## config.mk

```make
export PLATFORM = sky130hd
export DESIGN_NAME = pipelined_cia_adder_flat
export DESIGN_NICKNAME = d
export VERILOG_FILES = /design/src/rtl/pipelined_cia_adder_if.sv /design/src/rtl/pipelined_cia_adder.sv /design/src/flat_wrapper.sv
export SDC_FILE = /design/constraint.sdc
export NUM_CORES = 1
export LEC_CHECK = 0
export CORE_ASPECT_RATIO = 0.7
export CORE_MARGIN = 4
export CORE_UTILIZATION = 54
export DETAILED_ROUTE_END_ITERATION = 8
export PLACE_DENSITY = 0.95
export SLEW_MARGIN = 20
export SYNTH_ARGS = -nofsm -noshare
export SYNTH_HDL_FRONTEND = slang
export SYNTH_SLANG_ARGS = --single-unit
```

## constraint.sdc

```tcl
create_clock -name clk -period 8.75 [get_ports clk]
set_input_delay 0.875 -clock clk [delete_from_list [all_inputs] [get_ports clk]]
set_output_delay 0.875 -clock clk [all_outputs]
set_load 0.01 [all_outputs]
```

## src/rtl/pipelined_cia_adder_if.sv

```systemverilog
// Operand/result handshake bundle for pipelined_cia_adder.
// The overflow signal exists only when CIA_OVERFLOW_EN is defined.
interface pipelined_cia_adder_if #(parameter int WIDTH = 32);
  logic             in_valid;
  logic             in_ready;
  logic [WIDTH-1:0] a;
  logic [WIDTH-1:0] b;
  logic             carry_in;
  logic             sub;
  logic             out_valid;
  logic             out_ready;
  logic [WIDTH-1:0] sum;
  logic             carry_out;
`ifdef CIA_OVERFLOW_EN
  logic             overflow;

  modport master (output in_valid, a, b, carry_in, sub, out_ready,
                  input  in_ready, out_valid, sum, carry_out, overflow);
  modport slave  (input  in_valid, a, b, carry_in, sub, out_ready,
                  output in_ready, out_valid, sum, carry_out, overflow);
`else
  modport master (output in_valid, a, b, carry_in, sub, out_ready,
                  input  in_ready, out_valid, sum, carry_out);
  modport slave  (input  in_valid, a, b, carry_in, sub, out_ready,
                  output in_ready, out_valid, sum, carry_out);
`endif
endinterface

```

## src/rtl/pipelined_cia_adder.sv

```systemverilog
// Two-stage carry-increment adder/subtractor with valid/ready flow control.
// Define CIA_OVERFLOW_EN to add the registered signed-overflow output.
module pipelined_cia_adder #(
  parameter int WIDTH = 32,
  parameter int BLK   = 8
) (
  input logic                 clk,
  input logic                 rst,
  pipelined_cia_adder_if.slave bus
);
  localparam int NBLK   = WIDTH / BLK;
  localparam int STAGES = 2;

  logic [STAGES:1]          vld_pipe;
  logic                     adv2;
  logic [NBLK-1:0][BLK-1:0] a_blk, b_blk, s_blk;
  logic [NBLK-1:0]          g_blk, p_blk;
  logic                     c0;

  logic [NBLK-1:0][BLK-1:0] s1_sum;
  logic [NBLK-1:0]          s1_g, s1_p;
  logic                     s1_c0;

  logic [NBLK-1:0][BLK-1:0] sum_nxt, sum_q;
  logic                     co_nxt, co_q;

  assign a_blk = bus.a;
  assign b_blk = bus.sub ? ~bus.b : bus.b;
  assign c0    = bus.carry_in ^ bus.sub;

  // Per-block lookahead with carry-in tied to 0; the real carry is applied in stage 2.
  for (genvar k = 0; k < NBLK; k++) begin : g_lane
    always_comb begin : blk_add
      logic cy;
      cy       = 1'b0;
      s_blk[k] = '0;
      for (int i = 0; i < BLK; i++) begin
        s_blk[k][i] = a_blk[k][i] ^ b_blk[k][i] ^ cy;
        cy          = (a_blk[k][i] & b_blk[k][i]) | ((a_blk[k][i] ^ b_blk[k][i]) & cy);
      end
      g_blk[k] = cy;
      p_blk[k] = &(a_blk[k] ^ b_blk[k]);
    end
  end

  // Stage 2: ripple the block carries and increment each block sum by its carry-in.
  always_comb begin : blk_inc
    logic cy;
    cy      = s1_c0;
    sum_nxt = '0;
    for (int k = 0; k < NBLK; k++) begin
      sum_nxt[k] = s1_sum[k] + {{(BLK-1){1'b0}}, cy};
      cy         = s1_g[k] | (s1_p[k] & cy);
    end
    co_nxt = cy;
  end

  assign adv2         = !vld_pipe[2] || bus.out_ready;
  assign bus.in_ready = !rst && (!vld_pipe[1] || adv2);

`ifdef CIA_OVERFLOW_EN
  logic s1_a_msb, s1_b_msb, ov_nxt, ov_q;
  assign ov_nxt       = (s1_a_msb == s1_b_msb) && (sum_nxt[NBLK-1][BLK-1] != s1_a_msb);
  assign bus.overflow = ov_q;

  always_ff @(posedge clk) begin
    if (rst) begin
      s1_a_msb <= 1'b0;
      s1_b_msb <= 1'b0;
      ov_q     <= 1'b0;
    end else begin
      if (adv2 && vld_pipe[1]) ov_q <= ov_nxt;
      if (bus.in_ready && bus.in_valid) begin
        s1_a_msb <= a_blk[NBLK-1][BLK-1];
        s1_b_msb <= b_blk[NBLK-1][BLK-1];
      end
    end
  end
`endif

  always_ff @(posedge clk) begin
    if (rst) begin
      vld_pipe <= '0;
      s1_sum   <= '0;
      s1_g     <= '0;
      s1_p     <= '0;
      s1_c0    <= 1'b0;
      sum_q    <= '0;
      co_q     <= 1'b0;
    end else begin
      if (adv2) begin
        vld_pipe[2] <= vld_pipe[1];
        if (vld_pipe[1]) begin
          sum_q <= sum_nxt;
          co_q  <= co_nxt;
        end
      end
      // in_ready already folds in stage-2 movement, so stage 1 never overwrites a stuck beat.
      if (bus.in_ready) begin
        vld_pipe[1] <= bus.in_valid;
        if (bus.in_valid) begin
          s1_sum <= s_blk;
          s1_g   <= g_blk;
          s1_p   <= p_blk;
          s1_c0  <= c0;
        end
      end
    end
  end

  assign bus.out_valid = vld_pipe[2];
  assign bus.sum       = sum_q;
  assign bus.carry_out = co_q;
endmodule

```

## src/flat_wrapper.sv

```systemverilog
// flat-port wrapper written by rule: the top's interface ports become plain ports
module pipelined_cia_adder_flat 
#(
  parameter int WIDTH = 32,
  parameter int BLK   = 8
)
  (clk, rst, bus_in_valid, bus_a, bus_b, bus_carry_in, bus_sub, bus_out_ready, bus_in_ready, bus_out_valid, bus_sum, bus_carry_out);
  pipelined_cia_adder_if #(.WIDTH(WIDTH)) bus_i ();
  input logic clk;
  input logic rst;
  input wire logic [$bits(bus_i.in_valid)-1:0] bus_in_valid;
  input wire logic [$bits(bus_i.a)-1:0] bus_a;
  input wire logic [$bits(bus_i.b)-1:0] bus_b;
  input wire logic [$bits(bus_i.carry_in)-1:0] bus_carry_in;
  input wire logic [$bits(bus_i.sub)-1:0] bus_sub;
  input wire logic [$bits(bus_i.out_ready)-1:0] bus_out_ready;
  output wire logic [$bits(bus_i.in_ready)-1:0] bus_in_ready;
  output wire logic [$bits(bus_i.out_valid)-1:0] bus_out_valid;
  output wire logic [$bits(bus_i.sum)-1:0] bus_sum;
  output wire logic [$bits(bus_i.carry_out)-1:0] bus_carry_out;
  assign bus_i.in_valid = bus_in_valid;
  assign bus_i.a = bus_a;
  assign bus_i.b = bus_b;
  assign bus_i.carry_in = bus_carry_in;
  assign bus_i.sub = bus_sub;
  assign bus_i.out_ready = bus_out_ready;
  assign bus_in_ready = bus_i.in_ready;
  assign bus_out_valid = bus_i.out_valid;
  assign bus_sum = bus_i.sum;
  assign bus_carry_out = bus_i.carry_out;
  pipelined_cia_adder #(.WIDTH(WIDTH), .BLK(BLK)) u_core (.clk(clk), .rst(rst), .bus(bus_i));
endmodule
```

==> results.yml, run 1 <==
logic_synthesis:
  post_synth.cell_area_avg_sq_um: 9.030
  synth_xor_area_share_pct: 10.63
  number_of_instances_in_the_synthesized_netlist: 511
  synth-seq-cells: 76
  synth_compound_area_share_pct: 11.09
  main_combinational_cell_family_by_area_after_synthesis: "adder cells"
  syn-num-nets: 649
  ys_types: 29
  synth-seq-area-share_pct: 32.97
  synthSimpleGateAreaFrac_pct: 15.24
  post_synth_mux_area_share_pct: 0
  yosysWarnings: 0
  synth_area_sq_um: 4614
  post_synth_fa_ha_maj_area_fraction_pct: 22.99
power_and_ir_drop:
  combinationalPowerShare_pct: 23.2
  power.internal_uw: 763.7
  pwr-share-clk_pct: 39.1
  switchingPower_uw: 296.1
  power.density_nw_per_um2: 175.8
  power.ir.vdd_worst_mv: 0.1411
  switching_share_pct: 27.94
  share_seq_of_total_power_pct: 37.7
  leakagePower_nw: 2.527
clock_network:
  clock_insertion_delay_worst_skew_ns: 0.33
  ctsResizeCount: 0
  cts_hold_buffers: 0
  cts_tree: "done"
  cts_buffers: 9
  cts_root_buf: "clkbuf_16"
  cts_max_level: 3
  cts_buffer_depth: 2
  numClockSinks: 76
  clk_transition_reported_paths_ns: 0.06
  cts_setup_buffers: 0
critical_path:
  worst_path_arrival_time_ns: 4.87
  critPathCaptureType: "flip-flop"
  cell_repeated_most_along_the_worst_path: "fa_1"
  cp_max_fo: 33
  critPathKind: "input port to flip-flop"
  startpoint_type: "input port"
  critical_path.cell_chain: "buf_2 -> buf_4 -> xor2_1 -> ha_1 -> inv_1 -> fa_1 -> fa_1 -> fa_1 -> fa_1 -> fa_1 -> fa_1 -> inv_1 -> fa_1 -> nand2_1 -> nand2_1"
  cp_top_family: "adder cells"
  critical_path.n_buffers_inverters: 4
  critical_path.max_stage_delay_ns: 0.43
  timing.critical_path.slowest_stage_cell: "buf_4"
  worstPathRequired_ns: 8.98
sta:
  setup_repair_after_global_routing_missed_its_margin: "false"
  post-route-min-period_ns: 4.638
  post-route-period-util_pct: 53.01
  report.final.setup_viol: 0
  worst-slew-pin-transition_ns: 1.013
  timing.final.max_slew_violations: 0
  setup_tns_after_final_layout_ns: 0
  worst_clock_skew_ns: 0.005690
  final.hold.worst_slack_ns: 0.4557
  hold_viol_final: 0
  max_freq_ghz: 0.2156
  max_slew_headroom_pct: 32.48
  timing.final.ws_setup_ns: 4.112
grt:
  track_usage_pct: 25.89
  grt.busiest_layer: "met2"
  grt.overflow.total: 0
  grtUsageMet3_pct: 6.862
  first_global_vias: 4150
  grt_pass1_wl_mm: 20.87
  grt_max_degree: 80
  use_met2_pct: 43.44
  antenna_found_initial: 0
  gr_met1_demand_resource_pct: 31.88
final_layout:
  antenna_cells: 0
  post_route_cells_drive_above_1_share_pct: 3.954
  syn2layout_area_growth_pct: 30.61
  final_cell_count_no_fill: 708
  final_core_util_pct: 74.65
  final_nets: 740
  n_fill_cell: 525
placed_design:
  placement.setup.worst_slack_ns: 3.805
  placed_cells: 692
  dp_wirelength_mm: 8.938
  place_congestion: 0.8946
  port-buffer-count: 104
detailed_routing:
  aggregate_routed_wire_length_mm: 12.99
  vias: 4022
  drtIter0Drc: 329
  first_pass_detailed_route_iteration_total: 5
  wl_per_cell_um: 18.34
  antenna_violating_nets_post_route: 0
  remaining_drc_errors: 0
  route.detailed.vias_per_inst: 5.681
die:
  die_w_um: 118.5
  die_area_sq_um: 10110
  initial_core_util_pct: 57.15
  design.core.area_sq_um: 8074
  die_height_um: 85.34
  floorplan.rows: 27
  floorplan.io_pins: 105
status:
  run_status: "complete, no violations"
run:
  max_cap_viol_count: 0
min_path:
  holdCritPathClass: "flip-flop to flip-flop"
## worst reg2reg max path, delay by kind of cell, from the launching register on
family                     cells  cell delay, ns
DFF                            1            0.40
and+or+nand+nor                1            0.14
xor gates and xnor gates       1            0.17
adders and majority gates      2            0.58
AOI/OAI and AO/OA              3            0.64
## cells by family (layout without fill, tap and decap cells)
| family | Yosys count | in the layout |
|---|---|---|
| adders and majority gates | 68 | 68 |
| and+or+nand+nor | 151 | 151 |
| xor gates and xnor gates | 56 | 56 |
| AOI/OAI and AO/OA | 76 | 76 |
| DFF | 76 | 76 |
| buffers and inverters | 84 | 180 |
## power groups by stage
| stage | combinational [mW] | sequential, mW | clock [mW] |
|---|---|---|---|
| floorplan | 0.125 | 0.402 | 0 |
| global placement | 0.220 | 0.401 | 0 |
| detailed placement | 0.234 | 0.404 | 0 |
| CTS | 0.243 | 0.398 | 0.415 |
| global route | 0.267 | 0.401 | 0.431 |
| finish | 0.246 | 0.399 | 0.414 |
## through the flow
step | cell area (sq um) | power, mW
after floorplan | 4614 | 0.5261
after global placement | 5689 | 0.6211
after detailed placement | 5689 | 0.6381
after CTS | 6027 | 1.056
after global routing | 6027 | 1.099
final | 6027 | 1.060
## cell type report
cell class              count  area (sq um)  area share [%]
inverters                  57         214.0           3.550
well taps                 101         126.4           2.097
flip-flops and latches     76          1521           25.24
clock inverters             3         67.56           1.121
clock buffers              13         270.3           4.484
repair buffers            107          1054           17.48
multi-input cells         351          2774           46.02
## path summary, 6_finish.rpt
kind,startpoint,endpoint,slack [ns],cells past startpoint
worst max-delay path,bus_sub,u_core.s1_sum[31]$_SDFFE_PP0P_,4.11,15
worst min-delay path,u_core.bus.sum[9]$_SDFFE_PP0P_,u_core.bus.sum[9]$_SDFFE_PP0P_,0.46,2
worst max register to register,u_core.s1_c0$_SDFFE_PP0P_,u_core.bus.sum[22]$_SDFFE_PP0P_,6.74,7
worst min register to register,u_core.bus.sum[9]$_SDFFE_PP0P_,u_core.bus.sum[9]$_SDFFE_PP0P_,0.46,2
## cell usage after synthesis, drive strengths merged
master	count	area [sq um]
a211oi	48	360.4
a21o	2	15.01
a21oi	17	85.08
a311oi	1	8.760
and2	1	6.260
and3	6	37.54
and3b	1	12.51
buf	5	30.02
clkbuf	22	82.58
dfxtp	76	1521
fa	28	560.5
ha	40	500.5
inv	57	214.0
nand2	45	168.9
nand2b	4	25.02
nand3	18	90.09
nand3b	7	52.55
nand4	8	50.05
nor2	52	195.2
nor3	2	10.01
nor3b	1	12.51
o21ai	7	35.03
o21bai	1	7.510
or3	5	31.28
or3b	1	11.26
xnor2	7	61.31
xor2	49	429.2
## registers in the layout (all words and copies together) (netlist names)
name,count
u_core.bus.sum,32
u_core.s1_p,4
u_core.s1_g,4
u_core.s1_sum,32
u_core.vld_pipe,2
u_core.bus.carry_out,1
u_core.s1_c0,1
## routing by layer
metal,up-vias,part of all wire (%)
met3,48,9.0
met1,1861,41
met5,-,0
met4,0,4.0
li1,1847,-
met2,266,46
## layout by cell type (no fill, tap or decap)
| cell | netlist | routed |
|---|---|---|
| clkdlybuf4s50_1 | 0 | 102 |
| dfxtp_1 | 76 | 76 |
| inv_1 | 57 | 57 |
| nor2_1 | 52 | 52 |
| xor2_1 | 49 | 49 |
| a211oi_1 | 48 | 48 |
| nand2_1 | 45 | 45 |
| ha_1 | 40 | 40 |
| fa_1 | 28 | 28 |
| nand3_1 | 18 | 18 |
| a21oi_1 | 17 | 17 |
| clkbuf_16 | 0 | 9 |
| nand4_1 | 8 | 8 |
| o21ai_0 | 7 | 7 |
| nand3b_1 | 7 | 7 |
| xnor2_1 | 7 | 7 |
| and3_1 | 6 | 6 |
| or3_1 | 5 | 5 |
| nand2b_1 | 4 | 4 |
| clkbuf_8 | 0 | 3 |
| buf_4 | 0 | 3 |
| a21o_1 | 2 | 2 |
| nor3_1 | 2 | 2 |
| bufinv_16 | 0 | 2 |
| buf_2 | 3 | 2 |
| and3b_4 | 1 | 1 |
| o21bai_1 | 1 | 1 |
| or3b_4 | 1 | 1 |
| nor3b_4 | 0 | 1 |
| and2_2 | 0 | 1 |
| a311oi_1 | 1 | 1 |
| clkinvlp_4 | 0 | 1 |
| clkbuf_1 | 22 | 1 |
No activity file was read; power rests on OpenSTA's default activity.
==> run 2: changes to the inputs <==
- CORE_UTILIZATION: 54 -> 51
- PLACE_DENSITY: 0.95 -> 0.93
- clock period: 8.75 -> 4.7 ns (I/O delays scaled with it)
==> results.yml, run 2 (synthesis gave the netlist of run 1 again) <==
detailed_routing:
  vias: 3870
  aggregate_routed_wire_length_mm: 11.77
  route.detailed.vias_per_inst: 5.309
  wl_per_cell_um: 16.14
  first_pass_detailed_route_iteration_total: 5
  remaining_drc_errors: 0
  antenna_violating_nets_post_route: 0
  drtIter0Drc: 259
sta:
  hold_viol_final: 0
  timing.final.max_slew_violations: 0
  timing.final.ws_setup_ns: 0.6059
  max_slew_headroom_pct: 34.56
  post-route-min-period_ns: 4.094
  setup_repair_after_global_routing_missed_its_margin: "false"
  post-route-period-util_pct: 87.11
  report.final.setup_viol: 0
  worst_clock_skew_ns: 0.007107
  setup_tns_after_final_layout_ns: 0
  worst-slew-pin-transition_ns: 0.9816
  max_freq_ghz: 0.2443
clock_network:
  cts_buffers: 9
  numClockSinks: 76
  ctsResizeCount: 0
  cts_hold_buffers: 0
  cts_tree: "done"
  cts_buffer_depth: 2
  clock_insertion_delay_worst_skew_ns: 0.33
  cts_root_buf: "clkbuf_16"
  clk_transition_reported_paths_ns: 0.06
  cts_max_level: 3
  cts_setup_buffers: 0
die:
  initial_core_util_pct: 53.54
  die_w_um: 121.7
  design.core.area_sq_um: 8618
  die_height_um: 87.59
  die_area_sq_um: 10660
  floorplan.rows: 28
  floorplan.io_pins: 105
critical_path:
  cell_repeated_most_along_the_worst_path: "fa_1"
  critical_path.cell_chain: "clkdlybuf4s50_1 -> xor2_1 -> ha_1 -> inv_1 -> fa_1 -> fa_1 -> fa_1 -> fa_1 -> fa_1 -> fa_1 -> inv_1 -> fa_1 -> nand2_1 -> nand2_1"
  startpoint_type: "input port"
  r2r-start: "u_core.s1_g[1]$_SDFFE_PP0P_"
  timing.critical_path.slowest_stage_cell: "clkdlybuf4s50_1"
  critPathKind: "input port to flip-flop"
  cp_max_fo: 1
  critical_path.max_stage_delay_ns: 0.47
  worstPathRequired_ns: 4.92
  critPathCaptureType: "flip-flop"
  worst_path_arrival_time_ns: 4.32
  r2r_cells: 7
  critical_path.startpoint: "bus_b[24]"
grt:
  grt.overflow.total: 0
  grt.busiest_layer: "met2"
  track_usage_pct: 22.73
  grt_pass1_wl_mm: 19.17
  grt_max_degree: 69
  first_global_vias: 4015
  antenna_found_initial: 0
  use_met2_pct: 36.09
  gr_met1_demand_resource_pct: 30.20
  grtUsageMet3_pct: 5.681
final_layout:
  post_route_cells_drive_above_1_share_pct: 4.433
  n_fill_cell: 611
  mostFrequentLayoutCells: "clkdlybuf4s50_1, dfxtp_1, inv_1"
  final_core_util_pct: 69.98
  final_cell_count_no_fill: 729
  most_common_library_cell_in_the_layout_ignoring_fill_and_taps: "clkdlybuf4s50_1"
  antenna_cells: 0
  syn2layout_area_growth_pct: 30.69
  final_area_sq_um: 6031
  final_nets: 742
placed_design:
  placement.setup.worst_slack_ns: 0.2964
  place_area_sq_um: 5728
  dp_wirelength_mm: 8.843
  placed_cells: 713
  port-buffer-count: 104
  place_congestion: 0.8720
min_path:
  holdCritPathClass: "flip-flop to flip-flop"
  hold_crit_start: "u_core.s1_sum[0]$_SDFFE_PP0P_"
  hold_path_depth: 2
power_and_ir_drop:
  power.density_nw_per_um2: 310.6
  power.ir.vdd_worst_mv: 0.1641
  leakagePower_nw: 2.529
status:
  run_status: "complete, no violations"
run:
  max_cap_viol_count: 0
## run 2: changes by cell type in the layout (fill, tap and decap cells not counted)
cell        delta
clkinv_2       +4
buf_4          +2
bufinv_16      -1
clkbuf_1       -1
clkbuf_8       -1
clkinvlp_4     -1
## run 2: path summary, 6_finish.rpt
path | end | slack [ns]
max | u_core.s1_sum[31]$_SDFFE_PP0P_ | 0.61
min | u_core.s1_sum[0]$_SDFFE_PP0P_ | 0.46
max reg2reg | u_core.bus.sum[30]$_SDFFE_PP0P_ | 2.76
min reg2reg | u_core.s1_sum[0]$_SDFFE_PP0P_ | 0.46
## run 2: critical path, delay by kind of cell
kind | cells | cell delay [ns]
buffers and inverters | 3 | 0.61
and+or+nand+nor | 2 | 0.15
xor gates and xnor gates | 1 | 0.16
adders and majority gates | 8 | 2.92
## run 2: per-stage QoR
step / hold slack, ns / power (mW)
6_report: 0.4612 / 1.873
5_1_grt: 0.4933 / 1.959
4_1_cts: 0.4589 / 1.872
3_5_place_dp: 0.4512 / 1.183
3_3_place_gp: 0.4460 / 1.157
2_1_floorplan: 0.4329 / 0.9794
## run 2: power breakdown
group	switching (mW)	internal, mW
combinational	0.224	0.216
clock	0.256	0.436
sequential	0.0469	0.695
## run 2: layout make-up
cell class                 instances  area [sq um]  share of cell area, %
clock buffer                      11         252.7                  4.191
clock inverter                     5         50.05                 0.8299
inverter                          57         214.0                  3.548
multi-input combinational        351          2774                  46.00
sequential                        76          1521                  25.23
tap                              120         150.1                  2.490
timing repair buffer             109          1069                  17.72
## run 2: routing by layer
| layer | up-vias | routed length (um) |
|---|---|---|
| li1 | 1853 | - |
| met1 | 1812 | 5279 |
| met2 | 180 | 5255 |
| met3 | 25 | 965 |
| met4 | 0 | 269 |
| met5 | - | 0 |
